`src/rtl/lamp_pkg.sv`:
```
// lamp_pkg: shared FSM state type and frame-size constants for the LED strip transmitter
package lamp_pkg;
    typedef enum logic [2:0] {IDLE, START, DATA, WAIT, END} state_t;
    localparam int c_word_bits  = 32;
    localparam int c_start_bits = 32;
endpackage

```
`src/rtl/edge_det.sv`:
```
// edge_det: registers a level and reports its rising and falling edges
module edge_det (
    input  logic i_clk,
    input  logic i_rst_n,
    input  logic i_d,
    output logic o_rise,
    output logic o_fall
);
    logic r_q;
    // previous level of the input, one i_clk cycle old
    always_ff @(posedge i_clk or negedge i_rst_n) begin
        if (!i_rst_n) r_q <= 1'b0;
        else          r_q <= i_d;
    end
    assign o_rise = i_d & ~r_q;
    assign o_fall = ~i_d & r_q;
endmodule

```
`src/rtl/apa102_tx.sv`:
```
// apa102_tx: frames LED words with start/end frames and paces them onto o_sck/o_sdo
module apa102_tx
    import lamp_pkg::*;
#(
    parameter int c_end_bits = 32
) (
    input  logic        i_clk,
    input  logic        i_rst_n,
    input  logic        i_sck_ref,
    input  logic        i_valid,
    input  logic [31:0] i_data,
    input  logic        i_last,
    output logic        o_ready,
    output logic        o_sck,
    output logic        o_sdo,
    output logic        o_busy
);
    localparam int c_cnt_w = $clog2(c_end_bits > c_word_bits ? c_end_bits : c_word_bits);
    localparam logic [c_cnt_w-1:0] c_cnt_start = c_cnt_w'(c_start_bits - 1);
    localparam logic [c_cnt_w-1:0] c_cnt_word  = c_cnt_w'(c_word_bits - 1);
    localparam logic [c_cnt_w-1:0] c_cnt_end   = c_cnt_w'(c_end_bits - 1);
    localparam logic [c_cnt_w-1:0] c_cnt_one   = c_cnt_w'(1);

    state_t                 r_state, w_state;
    logic [c_cnt_w-1:0]     r_cnt, w_cnt;
    logic [c_word_bits-1:0] r_data, w_data;
    logic r_last, w_last, r_pend, w_pend, r_sck, w_sck, r_sdo, w_sdo, r_busy, w_busy;
    logic w_rise, w_fall, w_shift, w_bit, w_accept;

    edge_det u_edge (
        .i_clk  (i_clk),
        .i_rst_n(i_rst_n),
        .i_d    (i_sck_ref),
        .o_rise (w_rise),
        .o_fall (w_fall)
    );

    // state register; reset abandons any partial frame without an end frame
    always_ff @(posedge i_clk or negedge i_rst_n) begin
        if (!i_rst_n) begin
            r_state <= IDLE;
            r_cnt   <= '0;
            r_data  <= '0;
            r_last  <= 1'b0;
            r_pend  <= 1'b0;
            r_sck   <= 1'b0;
            r_sdo   <= 1'b0;
            r_busy  <= 1'b0;
        end else begin
            r_state <= w_state;
            r_cnt   <= w_cnt;
            r_data  <= w_data;
            r_last  <= w_last;
            r_pend  <= w_pend;
            r_sck   <= w_sck;
            r_sdo   <= w_sdo;
            r_busy  <= w_busy;
        end
    end

    // next state: bits are presented on fall and clocked out on the following rise
    always_comb begin
        w_state  = r_state;
        w_cnt    = r_cnt;
        w_data   = r_data;
        w_last   = r_last;
        w_pend   = r_pend;
        w_sck    = r_sck;
        w_sdo    = r_sdo;
        w_busy   = r_busy;
        w_shift  = (r_state == START) || (r_state == DATA) || (r_state == END);
        w_bit    = (r_state == DATA) ? r_data[c_word_bits-1] : (r_state == END);
        o_ready  = (r_state == IDLE) || (r_state == WAIT);
        w_accept = i_valid && o_ready;
        if (w_accept) begin
            w_data  = i_data;
            w_last  = i_last;
            w_cnt   = (r_state == IDLE) ? c_cnt_start : c_cnt_word;
            w_state = (r_state == IDLE) ? START : DATA;
            w_busy  = 1'b1;
        end
        if (w_fall) begin
            w_sck = 1'b0;
            if (w_shift) begin
                w_sdo  = w_bit;
                w_pend = 1'b1;
            end
        end else if (w_rise && r_pend && w_shift) begin
            w_sck  = 1'b1;
            w_pend = 1'b0;
            w_cnt  = r_cnt - c_cnt_one;
            if (r_state == DATA) w_data = r_data << 1;
            if (r_cnt == '0) begin
                w_cnt = '0;
                if (r_state == START) begin
                    w_state = DATA;
                    w_cnt   = c_cnt_word;
                end else if (r_state == DATA) begin
                    w_state = r_last ? END : WAIT;
                    w_cnt   = r_last ? c_cnt_end : '0;
                end else begin
                    w_state = IDLE;
                    w_busy  = 1'b0;
                end
            end
        end
    end

    assign o_sck  = r_sck;
    assign o_sdo  = r_sdo;
    assign o_busy = r_busy;
endmodule

```
`config.mk`:
```
export PLATFORM = sky130hd
export DESIGN_NAME = apa102_tx
export DESIGN_NICKNAME = d
export VERILOG_FILES = /design/src/rtl/lamp_pkg.sv /design/src/rtl/edge_det.sv /design/src/rtl/apa102_tx.sv
export SDC_FILE = /design/constraint.sdc
export NUM_CORES = 1
export LEC_CHECK = 0
export ABC_AREA = 0
export CAP_MARGIN = 20
export CORE_ASPECT_RATIO = 1.2
export CORE_MARGIN = 1.5
export CORE_UTILIZATION = 54
export CTS_CLUSTER_SIZE = 14
export DETAILED_ROUTE_END_ITERATION = 8
export PLACE_DENSITY = 0.82
export SYNTH_ARGS = -nofsm -noshare
export SYNTH_HDL_FRONTEND = slang
export SYNTH_HIERARCHICAL = 1
export SYNTH_SLANG_ARGS = --single-unit
```
`constraint.sdc`:
```
create_clock -name i_clk -period 5 [get_ports i_clk]
set_clock_uncertainty 0.2 [all_clocks]
set_input_delay 0.5 -clock i_clk [delete_from_list [all_inputs] [get_ports i_clk]]
set_output_delay 0.5 -clock i_clk [all_outputs]
set_load 0.005 [all_outputs]
```
# After elaboration in Yosys (flattened, before gate mapping)
# Index checks and enable logic that the tools add are counted.
dict set report word_totals {
  register_bits 46
  inputBits 37
  out_inout_bits 4
  wordCells 61
}
dict set report classes {
  bitwise 4
  eq_ne 5
  reduce_logical 11
  muxes 31
  n_addsub 1
}
# op count
set ops {}
lappend ops {{$mux 32} 4}
lappend ops {{$mux 5} 7}
lappend ops {{$mux 3} 7}
lappend ops {{$mux 1} 12}
lappend ops {{$eq 3x2->1 const B} 2}
lappend ops {{$logic_not 5->1} 1}
lappend ops {{$sub 5x1->5 const B} 1}
lappend ops {{$reduce_and 2->1} 2}
lappend ops {{$eq 3x1->1 const B} 1}
lappend ops {{$eq 3x3->1 const B} 1}
lappend ops {{$logic_and 1x1->1} 3}
lappend ops {{$logic_not 3->1} 1}
lappend ops {{$logic_or 1x1->1} 3}
lappend ops {{$and 1x1->1} 2}
lappend ops {{$mux 2} 1}
lappend ops {{$ne 2x2->1 const B} 1}
lappend ops {{$not 1->1} 2}
lappend ops {{$reduce_bool 2->1} 1}

# Depth between registers and ports, before layout
# Gate-level depths: netlist of run 1.
dict set report depth {
  ltp_word 9
  depth_mapped 8
  ltp_nobuf 6
}

# Hierarchy
# Netlist of run 1, hierarchy kept.
# mod area_each_um2 seq_area_each_um2 cells_per_inst instances
set modules_own_cells {}
lappend modules_own_cells {apa102_tx 2282.2 1126.1 221 1}
lappend modules_own_cells {edge_det 40.0 25.0 3 1}

# Worst setup path after synthesis of run 1
# OpenSTA, ideal clock, no wires.
dict set report synth_path {
  kind {input -> register}
  startpoint {input port i_sck_ref}
  endpoint {register r_cnt[4]}
  n_path_buf 0
  path_slack_ps 2985
  path_stages 5
  required_time_ps 4676
  setup_time_ps 124
  t_arrival_ps 1691
  cell_sequence {and2b_2 and3b_1 o2111ai_1 or3_1 a211o_1}
}
dict set report synth_via {
  elab_chain_len 5
  word_cells_on_any_way 7
  classes_between {2 x mux; 3 x bitwise; 2 x reduce/logical}
}
# item line
set synth_rtl {}
lappend synth_rtl {{from (decl)} apa102_tx.sv:9} ;# input logic i_sck_ref,
lappend synth_rtl {{$and 1x1->1} edge_det.sv:15} ;# assign o_rise = i_d & ~r_q;
lappend synth_rtl {{$logic_and 1x1->1 (2 in a row)} apa102_tx.sv:88} ;# end else if (w_rise && r_pend && w_shift) begin
lappend synth_rtl {{$mux 5} apa102_tx.sv:88}
lappend synth_rtl {{$mux 5 (*)} apa102_tx.sv:82} ;# if (w_fall) begin
lappend synth_rtl {{named net w_cnt[4]} apa102_tx.sv:25} ;# logic [c_cnt_w-1:0] r_cnt, w_cnt;
lappend synth_rtl {{to (signal assigned)} apa102_tx.sv:51} ;# r_cnt <= w_cnt;
lappend synth_rtl {{to (decl)} apa102_tx.sv:25}
# Mark *: on every way through the listed nets, which the timed path passes. The rest lies on a longest branch.
# A chain may end at the register's enable or synchronous reset.

# Worst setup path after layout of run 1
dict set report layout_path {
  startpoint {register r_state[1]}
  endpoint {register r_data[16]}
}
dict set report layout_via {
  elab_chain_len 7
  word_cells_on_any_way 14
  classes_between {4 x eq/ne; 4 x mux; 6 x reduce/logical}
}
# item line
set layout_rtl {}
lappend layout_rtl {{from (decl)} apa102_tx.sv:24} ;# state_t r_state, w_state;
lappend layout_rtl {{from (signal assigned)} apa102_tx.sv:50} ;# r_state <= w_state;
lappend layout_rtl {{$eq 3x2->1 / $logic_not 3->1 (equally long branches)} apa102_tx.sv:73} ;# o_ready = (r_state == IDLE) || (r_state == WAIT);
lappend layout_rtl {{$logic_or 1x1->1} apa102_tx.sv:73}
lappend layout_rtl {{$logic_and 1x1->1} apa102_tx.sv:74} ;# w_accept = i_valid && o_ready;
lappend layout_rtl {{$mux 32} apa102_tx.sv:75} ;# if (w_accept) begin
lappend layout_rtl {{$mux 32} apa102_tx.sv:92} ;# if (r_state == DATA) w_data = r_data << 1;
lappend layout_rtl {{$mux 32} apa102_tx.sv:88}
lappend layout_rtl {{$mux 32 (*)} apa102_tx.sv:82}
lappend layout_rtl {{named net w_data[16]} apa102_tx.sv:26} ;# logic [c_word_bits-1:0] r_data, w_data;
lappend layout_rtl {{to (signal assigned)} apa102_tx.sv:52} ;# r_data <= w_data;
lappend layout_rtl {{to (decl)} apa102_tx.sv:26}
# Marked as above.

==> impl_metrics.ini, run 1 <==
[timing]
finalSetupTns_ns = 0
min_period_ns = 2.702
setup-violations-final = 0
final_hold_viol_count = 0
fmax_mhz = 370.1
layout_setup_ws_ns = 2.298
slew_violations = 0
worstMarginPinSlew_ns = 0.9346
maxSlewHeadroom_pct = 37.69
rsz0062_at_grt = false
hold_ws_ns = 0.2854
min_period_over_period_pct = 54.04

[global_routing]
grt_pass1_vias = 1742
grt_max_degree = 64
antenna_found_initial = 0
grt_use_met2_pct = 37.12
track_usage_pct = 20.46
grtUsageMet1_pct = 23.58
overflow = 0
grt_pass1_wl_um = 7479
grt.busiest_layer = met2
gr-usage-met3_pct = 4.933

[clock_tree]
cts-buffers-inserted = 5
cts_num_sinks = 46
clk_pin_slew_ns = 0.08
clockBufferDepth = 2
cts_setup_buffers = 0
clockRootBuffer = clkbuf_8
cts_tree = done
clkLatencyLatePin_ns = 0.29
cts-htree-levels = 2

[worst_setup_path]
startpoint_type = register
critPathRequiredTime_ns = 4.93
reg2reg_from = r_state[1]$_DFF_PN0_
critPathKind = register to register
arrival_ns = 2.63
crit_fanout = 27
endpoint_kind = register
critPathLaunch = r_state[1]$_DFF_PN0_

[pwr]
p_leak_nw = 1.067
max-vdd-ir-drop_mv = 0.2631
pwr_density_cell_nw_per_um2 = 426.0

[final_layout]
fin_nets = 295
insertedDiodeCount = 0
areaGrowthSynthToFinish_pct = 20.91
design_area_sq_um = 2808
final.fill_count = 314
drive_above_1_share_pct = 7.422
fin_cells = 310

[detailed_routing]
wl_um = 4320
remaining_drc_errors = 0
wl_per_cell_um = 13.94
viasPerCell = 5.529
drt_pass1_iterations = 4
ant_nets = 0
drt_iter0_drc = 88
vias = 1714

[placed_design]
post-place-ws_ns = 1.993
port_buffers = 40
hpwlAfterDp_um = 2951
dp.cells = 302
gp_congestion = 0.7933
dpl-instance-area_sq_um = 2695

[yosys]
synth_ff_type = dfrtp_1
synth-edff-count = 0
ys_async_sr_fraction_pct = 100.0
syn_area_sq_um = 2322
yosys_warnings = 6
seq_area_frac_synth_pct = 49.57
syn_inst = 224
ys_ff_latch = 46
synth_cell_type_count = 41
syn-mean-instance-area_sq_um = 10.37
syn_nets = 262

[die]
fp.dieH_um = 74.84
placementRows = 25
die_w_um = 62.87
die_area_sq_um = 4705
initial_core_util_pct = 57.55
core-area_sq_um = 4035
ioPinCount = 41

[hold_path]
min_path_type = register to register
hp-start = r_data[10]$_DFF_PN0_

[run]
maxCapViolCount = 0

[status]
outcome = completed
-- timing repair --
action / CTS / global route
hold buffers: 0 / 1
hold endpoints to repair: 0 / 6
resized for setup: 0 / 0
-- power breakdown --
group	switching, W	internal (W)	total, W
clock network	0.000115	0.000107	0.000221
logic	0.000151	0.000181	0.000331
registers	0.000113	0.000530	0.000643
total	0.000379	0.000817	0.00120
-- synthesized netlist by cell type, drive strengths merged, types with 2 or more instances --
master	n	area [sq um]
nor3	3	15.01
mux2i	35	350.3
xor2	2	32.53
clkbuf	5	20.01
o21ai	38	193.9
dfrtp	46	1151
nor2b	3	18.77
inv	5	18.77
a21oi	3	15.01
a21o	2	16.27
o31ai	5	37.54
o2bb2ai	2	17.52
nand2	37	138.9
o211ai	2	20.02
nor2	7	26.28
buf	12	86.33
-- cell usage in the layout (no fill, tap or decap), types with 2 or more instances in the layout --
| cell type | count |
|---|---|
| xor2_2 | 2 |
| inv_1 | 5 |
| mux2i_1 | 35 |
| nor3_1 | 3 |
| a21oi_1 | 3 |
| dfrtp_1 | 46 |
| o31ai_1 | 5 |
| clkdlybuf4s50_1 | 39 |
| nor2b_1 | 2 |
| nor2_1 | 7 |
| nand2_1 | 37 |
| o2bb2ai_1 | 2 |
| o21ai_0 | 27 |
| o21ai_1 | 10 |
| clkbuf_8 | 6 |
-- through the flow --
stage / power (W) / utilization, %
after CTS: 0.001205 / 68.84
after detailed placement: 0.0009818 / 66.79
after floorplan: 0.0008725 / -
final: 0.001196 / 69.58
after global placement: 0.0009558 / 66.79
after global routing: 0.001283 / 69.58
-- layout make-up --
type	instances	area, sq um	share of cell area [%]
clock buffer	6	82.58	2.941
inverter	5	18.77	0.6684
multi-input combinational	156	1055	37.57
sequential	46	1151	41.00
tap	54	67.56	2.406
timing repair buffer	43	432.9	15.42
-- registers in the layout, indices dropped and copies added, names as in the netlist --
signal / count
r_data: 32
r_pend: 1
u_edge/r_q: 1
r_last: 1
o_sck: 1
o_sdo: 1
o_busy: 1
r_cnt: 5
r_state: 3
-- final timing paths --
check | end | slack, ns | depth (start not counted)
worst max-delay path | r_data[16]$_DFF_PN0_ | 2.30 | 5
worst min-delay path | r_data[11]$_DFF_PN0_ | 0.29 | 2
worst max register to register | r_data[16]$_DFF_PN0_ | 2.30 | 5
worst min register to register | r_data[11]$_DFF_PN0_ | 0.29 | 2
max in group asynchronous | r_data[10]$_DFF_PN0_ | 3.76 | 3
min in group asynchronous | r_data[6]$_DFF_PN0_ | 0.37 | 2
-- metal layers --
layer / part of all wire [%] / wire length, um / vias to the layer above
met5: 0 / 0 / -
met1: 45 / 1935 / 819
met4: 1.9 / 82 / 0
met2: 50 / 2142 / 38
li1: - / - / 849
met3: 3.7 / 159 / 8
-- critical path, cell delays in order (launching register included) --
cell,delay [ns]
dfrtp_1,0.72
xor2_2,0.21
nor2b_4,0.72
buf_4,0.38
mux2i_1,0.20
o21ai_0,0.09
-- logic make-up after synthesis --
logic type / after synthesis / share of synthesized area (%)
DFF: 46 / 49.57
muxes: 36 / 15.57
adders and majority gates: 1 / 0.5387
and+or+nand+nor: 57 / 10.88
buffers and inverters: 22 / 5.388
AOI/OAI and AO/OA: 60 / 16.65
xor gates and xnor gates: 2 / 1.401
Power figures use the tool's default switching activity.
==> run 2, diff against run 1 <==
Settings changed: CORE_UTILIZATION 54 to 52, PLACE_DENSITY 0.82 to 0.79.
Clock period 5 ns to 2.75 ns, I/O delays scaled along.
==> run 2 against run 1 <==
Flip-flop and latch count stayed put. Final area increased by 1.6%. Die area grew 3.7%. Via count rose by 0.29%. Routed wire length grew 1.3%. Critical endpoint is now o_ready. Highest routed layer unchanged.
==> impl_metrics.ini, run 2 (synthesis results as in run 1) <==
[status]
outcome = completed

[final_layout]
seq_area_sq_um = 1151
multi_input_area_sq_um = 1055
final.fill_count = 349
design_area_sq_um = 2853
fin_nets = 297
mostFrequentLayoutCells = dfrtp_1, clkdlybuf4s50_1, nand2_1, mux2i_1, o21ai_0
areaGrowthSynthToFinish_pct = 22.85
largest-register = r_data
insertedDiodeCount = 0
top_regs = r_data: 32 flops, r_cnt: 5 flops, r_state: 3 flops
drive_above_1_share_pct = 8.846
largest_reg_flops = 32
final_common_cell = dfrtp_1

[timing]
fmax_mhz = 428.0
setup-violations-final = 0
slew_violations = 0
final_hold_viol_count = 0
layout_setup_ws_ns = 0.4134
rsz0062_at_grt = false
finalSetupTns_ns = 0
min_period_ns = 2.337
maxSlewHeadroom_pct = 61.89
min_period_over_period_pct = 84.97
worstMarginPinSlew_ns = 0.5717

[global_routing]
grt_pass1_vias = 1651
grt_use_met2_pct = 33.75
antenna_found_initial = 0
gr-usage-met3_pct = 3.840
track_usage_pct = 20.08
grt_pass1_wl_um = 7714
grtUsageMet1_pct = 25.44
grt_max_degree = 47
grt.busiest_layer = met2
overflow = 0

[die]
placementRows = 26
core-area_sq_um = 4262
die_area_sq_um = 4878
ioPinCount = 41
die_w_um = 64.01
initial_core_util_pct = 54.49
fp.dieH_um = 76.21

[worst_setup_path]
critPathRequiredTime_ns = 2.28
startpoint_type = register
endpoint_kind = output pin
critPathLaunch = r_state[1]$_DFF_PN0_
critPathKind = register to output pin
arrival_ns = 1.86
crit_fanout = 16
reg2reg_from = r_cnt[0]$_DFF_PN0_

[pwr]
max-vdd-ir-drop_mv = 0.5765
pwr_density_cell_nw_per_um2 = 794.5
p_leak_nw = 1.090
total_power_w = 0.002266

[placed_design]
gp_congestion = 0.8356
dpl-instance-area_sq_um = 2733
post-place-ws_ns = 0.3607
hpwlAfterDp_um = 2929
port_buffers = 40

[clock_tree]
cts_tree = done
cts_num_sinks = 46
clockBufferDepth = 2
cts-htree-levels = 2
clkLatencyLatePin_ns = 0.30
ctsResizeCount = 0
cts_setup_buffers = 0
clk_pin_slew_ns = 0.09
clockRootBuffer = clkbuf_8
cts-buffers-inserted = 5

[hold_path]
hp-start = i_sck_ref
min_path_type = input port to register

[detailed_routing]
wl_um = 4375
wl_per_cell_um = 13.84
drt_iter0_drc = 95
ant_nets = 0
drt_pass1_iterations = 4
viasPerCell = 5.440
vias = 1719
remaining_drc_errors = 0

[run]
maxCapViolCount = 0
==> run 2: path summary, 6_finish.rpt <==
path	end	slack, ns	cells after the start
min in group asynchronous	r_data[6]$_DFF_PN0_	0.38	3
max in group asynchronous	r_data[9]$_DFF_PN0_	1.58	3
worst min-delay path	u_edge/r_q$_DFF_PN0_	0.26	1
worst max register to register	r_cnt[3]$_DFF_PN0_	0.48	6
worst max-delay path	o_ready	0.41	3
worst min register to register	r_data[29]$_DFF_PN0_	0.28	2
==> run 2: cell type report <==
| type | count | share of cell area (%) |
|---|---|---|
| sequential | 46 | 40.35 |
| clock buffer | 8 | 3.860 |
| timing repair buffer | 45 | 15.70 |
| tap | 56 | 2.456 |
| multi-input combinational | 156 | 36.97 |
| inverter | 5 | 0.6579 |
==> run 2: critical path: stages (launching register included) <==
cell and delay, ns:
dfrtp_1 0.71, xor2_2 0.21, nor2_1 0.13, clkdlybuf4s50_1 0.50
==> run 2: through the flow <==
step	hold WS [ns]	std cells	utilization (%)
2_1_floorplan	-0.2206	224	-
3_3_place_gp	0.1972	307	64.12
3_5_place_dp	0.1969	307	64.12
4_1_cts	0.2576	316	66.94
5_1_grt	0.2670	316	66.94
6_report	0.2572	316	66.94
==> run 2: power by group <==
part / leakage (nW) / internal (W) / switching [W] / total [W]
registers: 0.553 / 0.000962 / 0.000209 / 0.00117
logic: 0.480 / 0.000334 / 0.000276 / 0.000610
clock network: 0.0575 / 0.000254 / 0.000232 / 0.000486
total: 1.09 / 0.00155 / 0.000716 / 0.00227
==> run 2: layer usage <==
layer	part of all wire [%]	vias to the layer above
li1	-	854
met1	45	826
met2	50	32
met3	3.1	7
met4	1.6	0
met5	0	-
==> run 2: what timing repair did <==
action | CTS | global route
hold endpoints to repair | 46 | 0
hold buffers | 1 | 0
setup endpoints to repair | 0 | 0
